--- config.mk ---
export PLATFORM = sky130hd
export DESIGN_NAME = fp_mul_arbiter_flat
export DESIGN_NICKNAME = d
export VERILOG_FILES = /design/src/rtl/fp_share_pkg.sv /design/src/rtl/fp_mul_arbiter_if.sv /design/src/rtl/fp_mul_arbiter_rr_pick.sv /design/src/rtl/fp_mul_arbiter.sv /design/src/flat_wrapper.sv
export SDC_FILE = /design/constraint.sdc
export NUM_CORES = 1
export LEC_CHECK = 0
export ABC_AREA = 0
export CAP_MARGIN = 20
export CORE_AREA = 2 2 159 161
export DETAILED_ROUTE_END_ITERATION = 10
export DIE_AREA = 0 0 161 163
export PLACE_DENSITY = 0.63
export SLEW_MARGIN = 30
export SYNTH_ARGS = -nofsm -noshare
export SYNTH_HDL_FRONTEND = slang
export SYNTH_SLANG_ARGS = --single-unit
export TNS_END_PERCENT = 30
--- constraint.sdc ---
create_clock -name clk -period 6.8 [get_ports clk]
set_input_delay 1.36 -clock clk [delete_from_list [all_inputs] [get_ports clk]]
set_output_delay 1.36 -clock clk [all_outputs]
set_load 0.01 [all_outputs]
--- src/rtl/fp_share_pkg.sv ---
// Shared types and constants for the float32 multiplier arbiter.
package fp_share_pkg;

    localparam int unsigned STATE_W = 3;

    typedef enum logic [STATE_W-1:0] {
        S_IDLE     = 3'd0,
        S_UNIT_RST = 3'd1,
        S_SEND_A   = 3'd2,
        S_SEND_B   = 3'd3,
        S_WAIT_Z   = 3'd4,
        S_RETURN   = 3'd5
    } state_t;

    localparam logic [31:0] FP_ONE = 32'h3F80_0000;
    localparam logic [31:0] FP_TWO = 32'h4000_0000;

endpackage

--- src/rtl/fp_mul_arbiter_if.sv ---
// Requester-side and multiplier-side handshake bundle of the shared multiplier arbiter.
interface fp_mul_arbiter_if #(
    parameter int unsigned N = 4,
    parameter int unsigned W = 32
);
    logic [N-1:0]   req_stb;
    logic [N*W-1:0] req_a;
    logic [N*W-1:0] req_b;
    logic [N-1:0]   req_ack;
    logic [W-1:0]   res_z;
    logic [N-1:0]   res_stb;
    logic [N-1:0]   res_ack;
    logic [W-1:0]   unit_a;
    logic [W-1:0]   unit_b;
    logic           unit_a_stb;
    logic           unit_b_stb;
    logic           unit_a_ack;
    logic           unit_b_ack;
    logic [W-1:0]   unit_z;
    logic           unit_z_stb;
    logic           unit_z_ack;
    logic           unit_rst;
    logic           busy;

    // Arbiter side
    modport master (
        input  req_stb, req_a, req_b, res_ack,
        input  unit_a_ack, unit_b_ack, unit_z, unit_z_stb,
        output req_ack, res_z, res_stb,
        output unit_a, unit_b, unit_a_stb, unit_b_stb, unit_z_ack, unit_rst, busy
    );

    // Requesters plus multiplier side
    modport slave (
        output req_stb, req_a, req_b, res_ack,
        output unit_a_ack, unit_b_ack, unit_z, unit_z_stb,
        input  req_ack, res_z, res_stb,
        input  unit_a, unit_b, unit_a_stb, unit_b_stb, unit_z_ack, unit_rst, busy
    );
endinterface

--- src/rtl/fp_mul_arbiter_rr_pick.sv ---
// Round-robin priority encoder: first set request at or above ptr, wrapping.
module rr_pick #(
    parameter int unsigned N  = 4,
    parameter int unsigned PW = 2
) (
    input  logic [N-1:0]  req,
    input  logic [PW-1:0] ptr,
    output logic [PW-1:0] grant_c,
    output logic          any_req_c
);

    int            sum;
    logic [PW-1:0] idx;

    // Scan highest offset first so the closest request to ptr wins.
    always_comb begin
        grant_c   = '0;
        any_req_c = 1'b0;
        sum       = 0;
        idx       = '0;
        for (int k = int'(N) - 1; k >= 0; k--) begin
            sum = int'(ptr) + k;
            if (sum >= int'(N)) begin
                sum = sum - int'(N);
            end
            idx = PW'(sum);
            if (req[idx]) begin
                grant_c   = idx;
                any_req_c = 1'b1;
            end
        end
    end

endmodule

--- src/rtl/fp_mul_arbiter.sv ---
// Shares one float32 multiplier among N requesters with round-robin grants
// and stb/ack handshakes on both sides.
module fp_mul_arbiter
    import fp_share_pkg::*;
#(
    parameter int unsigned N = 4,
    parameter int unsigned W = 32
) (
    input  logic             clk,
    input  logic             rst,
    fp_mul_arbiter_if.master bus
);

    localparam int unsigned PW = (N > 1) ? $clog2(N) : 1;

    state_t        state;
    logic [PW-1:0] ptr;
    logic [PW-1:0] gnt;
    logic [PW-1:0] pick;
    logic          any_req;
    logic [W-1:0]  sel_a;
    logic [W-1:0]  sel_b;

    logic [N-1:0]  req_ack_q;
    logic [N-1:0]  res_stb_q;
    logic [W-1:0]  res_z_q;
    logic [W-1:0]  unit_a_q;
    logic [W-1:0]  unit_b_q;
    logic          a_stb_q;
    logic          b_stb_q;
    logic          z_ack_q;
    logic          unit_rst_q;
    logic          busy_q;

    rr_pick #(.N(N), .PW(PW)) u_pick (
        .req       (bus.req_stb),
        .ptr       (ptr),
        .grant_c   (pick),
        .any_req_c (any_req)
    );

    // Operand slice of the candidate requester.
    always_comb begin
        sel_a = '0;
        sel_b = '0;
        for (int i = 0; i < int'(N); i++) begin
            if (pick == PW'(i)) begin
                sel_a = bus.req_a[i*W +: W];
                sel_b = bus.req_b[i*W +: W];
            end
        end
    end

    always_ff @(posedge clk or posedge rst) begin
        if (rst) begin
            state      <= S_IDLE;
            ptr        <= '0;
            gnt        <= '0;
            req_ack_q  <= '0;
            res_stb_q  <= '0;
            res_z_q    <= '0;
            unit_a_q   <= '0;
            unit_b_q   <= '0;
            a_stb_q    <= 1'b0;
            b_stb_q    <= 1'b0;
            z_ack_q    <= 1'b0;
            unit_rst_q <= 1'b1;
            busy_q     <= 1'b0;
        end else begin
            case (state)
                S_IDLE: begin
                    if (any_req) begin
                        gnt       <= pick;
                        unit_a_q  <= sel_a;
                        unit_b_q  <= sel_b;
                        req_ack_q <= N'(1) << pick;
                        busy_q    <= 1'b1;
                        state     <= S_UNIT_RST;
                    end
                end
                S_UNIT_RST: begin
                    unit_rst_q <= 1'b0;
                    req_ack_q  <= '0;
                    a_stb_q    <= 1'b1;
                    state      <= S_SEND_A;
                end
                S_SEND_A: begin
                    if (a_stb_q && bus.unit_a_ack) begin
                        a_stb_q <= 1'b0;
                        b_stb_q <= 1'b1;
                        state   <= S_SEND_B;
                    end
                end
                S_SEND_B: begin
                    if (b_stb_q && bus.unit_b_ack) begin
                        b_stb_q <= 1'b0;
                        state   <= S_WAIT_Z;
                    end
                end
                S_WAIT_Z: begin
                    if (bus.unit_z_stb) begin
                        res_z_q   <= bus.unit_z;
                        z_ack_q   <= 1'b1;
                        res_stb_q <= N'(1) << gnt;
                        state     <= S_RETURN;
                    end
                end
                S_RETURN: begin
                    z_ack_q <= 1'b0;
                    // Only the granted requester's ack completes the operation.
                    if (bus.res_ack[gnt]) begin
                        res_stb_q  <= '0;
                        ptr        <= (gnt == PW'(N - 1)) ? '0 : gnt + PW'(1);
                        busy_q     <= 1'b0;
                        unit_rst_q <= 1'b1;
                        state      <= S_IDLE;
                    end
                end
                default: state <= S_IDLE;
            endcase
        end
    end

    assign bus.req_ack    = req_ack_q;
    assign bus.res_stb    = res_stb_q;
    assign bus.res_z      = res_z_q;
    assign bus.unit_a     = unit_a_q;
    assign bus.unit_b     = unit_b_q;
    assign bus.unit_a_stb = a_stb_q;
    assign bus.unit_b_stb = b_stb_q;
    assign bus.unit_z_ack = z_ack_q;
    assign bus.unit_rst   = unit_rst_q;
    assign bus.busy       = busy_q;

endmodule

--- src/flat_wrapper.sv ---
// flat-port wrapper written by rule: the top's interface ports become plain ports
module fp_mul_arbiter_flat import fp_share_pkg::*;
#(
    parameter int unsigned N = 4,
    parameter int unsigned W = 32
)
  (clk, rst, bus_req_stb, bus_req_a, bus_req_b, bus_res_ack, bus_unit_a_ack, bus_unit_b_ack, bus_unit_z, bus_unit_z_stb, bus_req_ack, bus_res_z, bus_res_stb, bus_unit_a, bus_unit_b, bus_unit_a_stb, bus_unit_b_stb, bus_unit_z_ack, bus_unit_rst, bus_busy);
  fp_mul_arbiter_if #(.N(N), .W(W)) bus_i ();
  input  logic clk;
  input  logic rst;
  input wire logic [$bits(bus_i.req_stb)-1:0] bus_req_stb;
  input wire logic [$bits(bus_i.req_a)-1:0] bus_req_a;
  input wire logic [$bits(bus_i.req_b)-1:0] bus_req_b;
  input wire logic [$bits(bus_i.res_ack)-1:0] bus_res_ack;
  input wire logic [$bits(bus_i.unit_a_ack)-1:0] bus_unit_a_ack;
  input wire logic [$bits(bus_i.unit_b_ack)-1:0] bus_unit_b_ack;
  input wire logic [$bits(bus_i.unit_z)-1:0] bus_unit_z;
  input wire logic [$bits(bus_i.unit_z_stb)-1:0] bus_unit_z_stb;
  output wire logic [$bits(bus_i.req_ack)-1:0] bus_req_ack;
  output wire logic [$bits(bus_i.res_z)-1:0] bus_res_z;
  output wire logic [$bits(bus_i.res_stb)-1:0] bus_res_stb;
  output wire logic [$bits(bus_i.unit_a)-1:0] bus_unit_a;
  output wire logic [$bits(bus_i.unit_b)-1:0] bus_unit_b;
  output wire logic [$bits(bus_i.unit_a_stb)-1:0] bus_unit_a_stb;
  output wire logic [$bits(bus_i.unit_b_stb)-1:0] bus_unit_b_stb;
  output wire logic [$bits(bus_i.unit_z_ack)-1:0] bus_unit_z_ack;
  output wire logic [$bits(bus_i.unit_rst)-1:0] bus_unit_rst;
  output wire logic [$bits(bus_i.busy)-1:0] bus_busy;
  assign bus_i.req_stb = bus_req_stb;
  assign bus_i.req_a = bus_req_a;
  assign bus_i.req_b = bus_req_b;
  assign bus_i.res_ack = bus_res_ack;
  assign bus_i.unit_a_ack = bus_unit_a_ack;
  assign bus_i.unit_b_ack = bus_unit_b_ack;
  assign bus_i.unit_z = bus_unit_z;
  assign bus_i.unit_z_stb = bus_unit_z_stb;
  assign bus_req_ack = bus_i.req_ack;
  assign bus_res_z = bus_i.res_z;
  assign bus_res_stb = bus_i.res_stb;
  assign bus_unit_a = bus_i.unit_a;
  assign bus_unit_b = bus_i.unit_b;
  assign bus_unit_a_stb = bus_i.unit_a_stb;
  assign bus_unit_b_stb = bus_i.unit_b_stb;
  assign bus_unit_z_ack = bus_i.unit_z_ack;
  assign bus_unit_rst = bus_i.unit_rst;
  assign bus_busy = bus_i.busy;
  fp_mul_arbiter #(.N(N), .W(W)) u_core (.clk(clk), .rst(rst), .bus(bus_i));
endmodule
# Word-level counts from Yosys, hierarchy flattened
# Index checks and enable logic that the tools add are counted.
[word_totals]
ramBits = 0
latch_bits = 0
in_bits = 301
ff_bits = 116
mem_bits_ro = 0
mem_count = 0
[classes]
muxes = 54
n_div = 0
addsub = 8
multipliers = 0
reduce_logical = 21
bitwise = 0
n_eq_ne = 14
shift = 2
n_lt_le_gt_ge = 9
[ops]
columns = ["operator", "count"]
rows = [
  ["two-way mux 32 bit", 8],
  ["two-way mux 2 bit", 9],
  ["case mux 3 bit (6 select lines)", 1],
  ["two-way mux 1 bit", 16],
  ["case mux 4 bit (2 select lines)", 2],
  ["less-than comparator 2 x 3 -> 1 bit (second input constant)", 5],
  ["two-way mux 3 bit", 5],
  ["AND reduction 2 bit", 7],
  ["two-way mux 4 bit", 3],
  ["nonzero test 2 bit", 6],
  ["binary-select mux 1 bit (select 2 bit)", 5],
  ["case mux 1 bit (2 select lines)", 5],
  [">= comparator 3 bit (second input constant)", 3],
  ["AND reduction 3 bit", 3],
  ["!= test 2 x 1 -> 1 bit (second input constant)", 4],
  ["left shift 1 x 2 -> 4 bit (first input constant)", 2],
  ["subtractor 2 x 1 -> 2 bit (second input constant)", 4],
  ["adder 2 x 2 -> 3 bit (second input constant)", 2],
  ["== test 2 bit (second input constant)", 3],
  ["== test 3 x 2 -> 1 bit (second input constant)", 2],
  ["== test 3 bit (second input constant)", 2],
  ["AND reduction 5 bit", 1],
  ["adder 2 x 1 -> 3 bit (second input constant)", 1],
  ["== test 3 x 1 -> 1 bit (second input constant)", 1],
  ["7 further kinds", 8],
]

# Depth between registers and ports, before layout
[logic_depth]
word_depth = 14
depth_mapped = 8
mapped_depth_nobuf = 5

# Cells and area by module
# Synthesis repeated with hierarchy kept, for this count alone.
[unflattened]
hier_cells = 599
hier_area_um2 = 6173.4
[by_module_without_submodules]
columns = ["mod", "area_each_um2", "n_inst", "cells_per_inst"]
rows = [
  ["fp_mul_arbiter", 6095.8, 1, 586],
  ["rr_pick", 77.6, 1, 13],
]

# Worst setup path before layout
# Ideal clock, no wire load.
[synth_timing]
path_type = "input port to flip-flop"
startpoint = "in bus_res_ack[3]"
endpoint = "reg u_core.ptr[1]"
t_arrival_ns = 2.545
path_stages = 4
path_buffers = 0
setup_ns = 0.125
setup_slack_ns = 4.131
path_cell_list = "mux4_2 -> and3_1 -> nand2_1 -> mux2_2"
[synth_between]
elab_chain_len = 3
[synth_rtl]
columns = ["item", "line", "source"]
rows = [
  ["from (decl)", "flat_wrapper.sv:14", "input wire logic [$bits(bus_i.res_ack)-1:0] bus_res_ack;"],
  ["binary-select mux 1 bit (select 2 bit)", "fp_mul_arbiter.sv:111", "if (bus.res_ack[gnt]) begin"],
  ["two-way mux 1 bit (not written as such)", "fp_mul_arbiter.sv:111", ""],
  ["AND reduction 2 bit (no source line)", "n/a", ""],
  ["to (signal assigned)", "fp_mul_arbiter.sv:113", "ptr <= (gnt == PW'(N - 1)) ? '0 : gnt + PW'(1);"],
  ["to (decl)", "fp_mul_arbiter.sv:17", "logic [PW-1:0] ptr;"],
]
# Every way passes these cells. The select of a mux whose other input is x is not followed.
# A chain may end at the register's enable or synchronous reset.

# Worst setup path after layout
[layout_timing]
startpoint = "in bus_req_stb[1]"
endpoint = "reg u_core.unit_a_q[8] (netlist: u_core.bus.unit_a[8])"
[layout_between]
elab_chain_len = 11
[layout_rtl]
columns = ["item", "line", "source"]
rows = [
  ["from (decl)", "flat_wrapper.sv:11", "input wire logic [$bits(bus_i.req_stb)-1:0] bus_req_stb;"],
  ["binary-select mux 1 bit (select 2 bit)", "fp_mul_arbiter_rr_pick.sv:27", "if (req[idx]) begin"],
  ["two-way mux 1 bit (not written as such)", "fp_mul_arbiter_rr_pick.sv:27", ""],
  ["two-way mux 2 bit (4 in series)", "fp_mul_arbiter_rr_pick.sv:27", ""],
  ["logical NOT 2 bit", "fp_mul_arbiter.sv:47", "if (pick == PW'(i)) begin"],
  ["two-way mux 32 bit (4 in series)", "fp_mul_arbiter.sv:47", ""],
  ["to (signal assigned)", "fp_mul_arbiter.sv:74", "unit_a_q <= sel_a;"],
  ["to (decl)", "fp_mul_arbiter.sv:27", "logic [W-1:0] unit_a_q;"],
]
# Several ways; a longest one is shown, not always the timed one. The select of a mux whose other input is x is not followed.

==> summary.log <==
[place] final estimated routing congestion in global placement 0.843
[synthesis] Netlist Area Pre-Place 6390 um^2
[global_route] first-pass GRT wire length 38,300 um
[floorplan] Initial Utilization 0.259
[synthesis] nets in the synthesized netlist 886
[synthesis] number of flops mapped to enable cells by yosys 0
[power_and_ir_drop] part of the total power dissipated in the clock network 0.488
[power_and_ir_drop] switching power total 0.484 mW
[drt] number of design-rule violations left by the first detailed-router iteration 315
[synthesis] mux cell area share after synthesis 0.229
[global_route] initial antenna violation count 0
[floorplan] die extent in x 161 um
[drt] number of remaining DRC errors 0
[power_and_ir_drop] net switching share of the total power 0.251
[timing] post-route clock skew 0.0109 ns
[synthesis] FF+latch count, synth 116
[cts] Sinks on Clock Net 116
[worst_setup_path] data arrival time of the worst path 4.16 ns
[timing] setup repair after global routing missed its margin no
[cts] cts repair resizes 0
[layout] share of layout cells above drive strength 1 0.0977
[timing] Final period util 0.562
[drt] DRT Wirelength 26,100 um
[worst_setup_path] highest net fanout along the worst path 41
[job] count of maximum capacitance violations 0
[synthesis] xor and xnor area share after synthesis 0
[power_and_ir_drop] power per cell area 171 nW/um^2
[synthesis] adder-cell share of the synthesized area 0.00783
[floorplan] I/O pin total 410
[hold_path] Hold Crit Class reg -> reg
[synthesis] dominant combinational cell family by area after synthesis multiplexers
[cts] clock tree from TritonCTS done
[synthesis] Top FF cell, synth dfrtp_1
[cts] clock latency of the later-clocked register in the worst-skew pair 0.41 ns
[drt] via total after detailed routing 6,308
[outcome] status completed
[synthesis] ys async rst share 1.00
[worst_setup_path] critical path cell sequence clkdlybuf4s50_1 > or4_4 > nand2_2 > buf_4 > and2_1 > a311oi_1 > o21ai_1
[synthesis] mean cell area of the mapped netlist 11.0 um^2
[timing] Final Hold Fails 0
[cts] CTS H-Tree Depth 4
[worst_setup_path] endpoint kind of the worst setup timing path flop
[worst_setup_path] critical path start-end classification in -> reg
[worst_setup_path] launching element type of the critical path input pin
[timing] headroom to the max-slew limit 0.380
[layout] fillcell total 2,391
[timing] number of max-slew violations in the final report 0
[synthesis] Post-Synthesis Cells 581
[synthesis] number of library cell types mapped by synthesis 43
[timing] Period minus WS final 3.82 ns
[layout] NumNets Final 1,275
[drt] DRT Pass-1 Iters 4
[hold_path] HP Start u_core.bus.unit_b[20]$_DFFE_PP0P_
[worst_setup_path] CP Launch Point bus_req_stb[1]
[layout] total inserted antenna cells 0
[global_route] gr usage total 0.193
[synthesis] sequential share of the synthesized area 0.454
[power_and_ir_drop] static leakage power 4.63 nW
[cts] Hold-fix buffers, CTS 0
[cts] CTS Buf Count 17
[timing] final setup violation count 0
[floorplan] placeable core region 24,700 um^2
[synthesis] basic-gate share of the synthesized area counting and, or, nand and nor cells 0.0940
[global_route] number of global-route vias before repair 6,362
[worst_setup_path] Max stage delay cell, worst path or4_4
[global_route] maximum number of pins on one net before global-route repair 70
[drt] antenna viol nets, final 0
[worst_setup_path] startpoint of the worst register-to-register path u_core.ptr[1]$_DFFE_PP0P_
[drt] routed wire length per instance 19.9 um
[place] HPWL after detailed placement 19,800 um
[layout] layout overhead on the synthesized area 76.4%
[worst_setup_path] Max stage delay on crit path 0.69 ns
[cts] post-CTS setup-driven buffer insertion count 0
[power_and_ir_drop] internal portion of total power 1.44 mW
[synthesis] compound-gate portion of the synthesized area 0.158
[timing] setup tns final 0 ns
[synthesis] warnings from Yosys 0
[floorplan] area enclosed by the die boundary 26,200 um^2
[place] count of buffers inserted at the top-level ports 409
[power_and_ir_drop] logic gate share of total power 0.153
[timing] Achievable Freq 262 MHz
[layout] final core utilization 0.457
[power_and_ir_drop] Max rail drop VDD 0.148 mV
[floorplan] num rows 58
[floorplan] Die H 163 um
[cts] clock input transition at the sequential cells of the worst setup and hold paths 0.06 ns
[power_and_ir_drop] Flop pwr share 0.359
[layout] leading cell types in the layout, fill and taps excluded clkdlybuf4s50_1 (409), dfrtp_1 (115), mux2i_1 (98)
[cts] root cell of the clock tree clkbuf_16
[layout] most common library cell in the layout ignoring fill and taps clkdlybuf4s50_1
[cts] Clock Path Buffers 2
[timing] slew at the pin closest to its max-slew limit 0.930 ns
[worst_setup_path] Critical Path RT 7.14 ns
[drt] via-per-instance ratio 4.80
[global_route] global route overflow 0
## power groups by stage
stage	combinational, mW	clock (mW)	sequential, mW
after floorplan	0.0991	0	0.703
after global placement	0.296	0	0.704
after detailed placement	0.297	0	0.704
after CTS	0.299	0.972	0.691
after global routing	0.316	0.995	0.690
final	0.295	0.940	0.691
## synth_stat cells, types with 2 or more instances
cell,number,area [um^2]
o21a_1,2,15.0
buf_6,3,33.8
buf_4,2,15.0
dfrtp_1,115,2880
nor2_1,16,60.1
o21ai_1,13,65.1
o221ai_1,57,499
and2_1,10,62.6
buf_2,23,115
nand2_2,2,12.5
nor3_1,2,10.0
nor2b_1,2,12.5
and3_1,2,12.5
a32oi_1,8,70.1
nor3_4,2,32.5
a311oi_1,8,70.1
inv_1,8,30.0
mux2_2,41,462
clkbuf_1,8,30.0
o21ai_0,26,130
nand3_1,19,95.1
mux2i_1,98,981
nand2b_1,3,18.8
clkbuf_4,2,15.0
a21oi_1,13,65.1
buf_8,7,105
ha_1,4,50.1
nand2_1,70,263
## kinds of logic (layout without fill, tap and decap cells)
logic type / after synthesis / count (layout)
DFF: 116 / 116
muxes: 140 / 140
buffers and inverters: 54 / 456
adders and majority gates: 4 / 4
and+or+nand+nor: 130 / 130
AOI/OAI and AO/OA: 137 / 137
## path summary, 6_finish.rpt
path	end	depth (start not counted)	slack (ns)
worst min register to register	u_core.bus.unit_b[20]$_DFFE_PP0P_	2	0.48
max in group asynchronous	u_core.bus.unit_a[22]$_DFFE_PP0P_	3	4.26
min in group asynchronous	u_core.bus.unit_b[6]$_DFFE_PP0P_	2	1.43
worst min-delay path	u_core.bus.unit_b[20]$_DFFE_PP0P_	2	0.48
worst max-delay path	u_core.bus.unit_a[8]$_DFFE_PP0P_	7	2.98
worst max register to register	u_core.bus.unit_a[0]$_DFFE_PP0P_	6	4.01
## critical path, delay by kind of cell
family	cells	cell delay, ns
compound gates	2	0.16
buf+inv	2	1.07
simple gates	3	1.53
## per-layer routing
metal  track usage  vias to the layer above  wire length (um)
met4        0.0564                        0               502
met3        0.0601                       26              2080
li1              -                     2970                 -
met5             0                        -                 0
met1         0.234                     3054             10600
met2         0.331                      258             13000
## sequential cells by signal, summed over array words and instances, names as in the netlist
| register | count |
|---|---|
| u_core.bus.busy | 1 |
| u_core.bus.req_ack | 4 |
| u_core.bus.res_stb | 4 |
| u_core.bus.res_z | 32 |
| u_core.bus.unit_a | 32 |
| u_core.bus.unit_a_stb | 1 |
| u_core.bus.unit_b | 32 |
| u_core.bus.unit_b_stb | 1 |
| u_core.bus.unit_rst | 1 |
| u_core.bus.unit_z_ack | 1 |
| u_core.gnt | 2 |
| u_core.ptr | 2 |
| u_core.state | 3 |
## layout make-up
cell class,instances,area [um^2],area share
Timing Repair Buffer,416,4160,0.369
Multi-Input combinational cell,411,3150,0.280
Sequential cell,116,2900,0.258
Clock buffer,17,425,0.0377
Tap cell,330,413,0.0366
Clock inverter,15,184,0.0163
Inverter,8,35.0,0.00311
## through the flow
step                total power, mW  hold WS [ns]  setup slack (ns)  std cells  instance area [um^2]
floorplan                     0.802         0.516              2.37        581                  6390
global route                   2.00         0.504              2.81       1313                 11300
CTS                            1.96         0.488              3.00       1313                 11300
finish                         1.93         0.485              2.98       1313                 11300
detailed placement             1.00         0.473              2.56       1281                 10700
global placement               1.00         0.466              2.53       1281                 10600
Note: power is estimated with default switching activity, not from simulation.
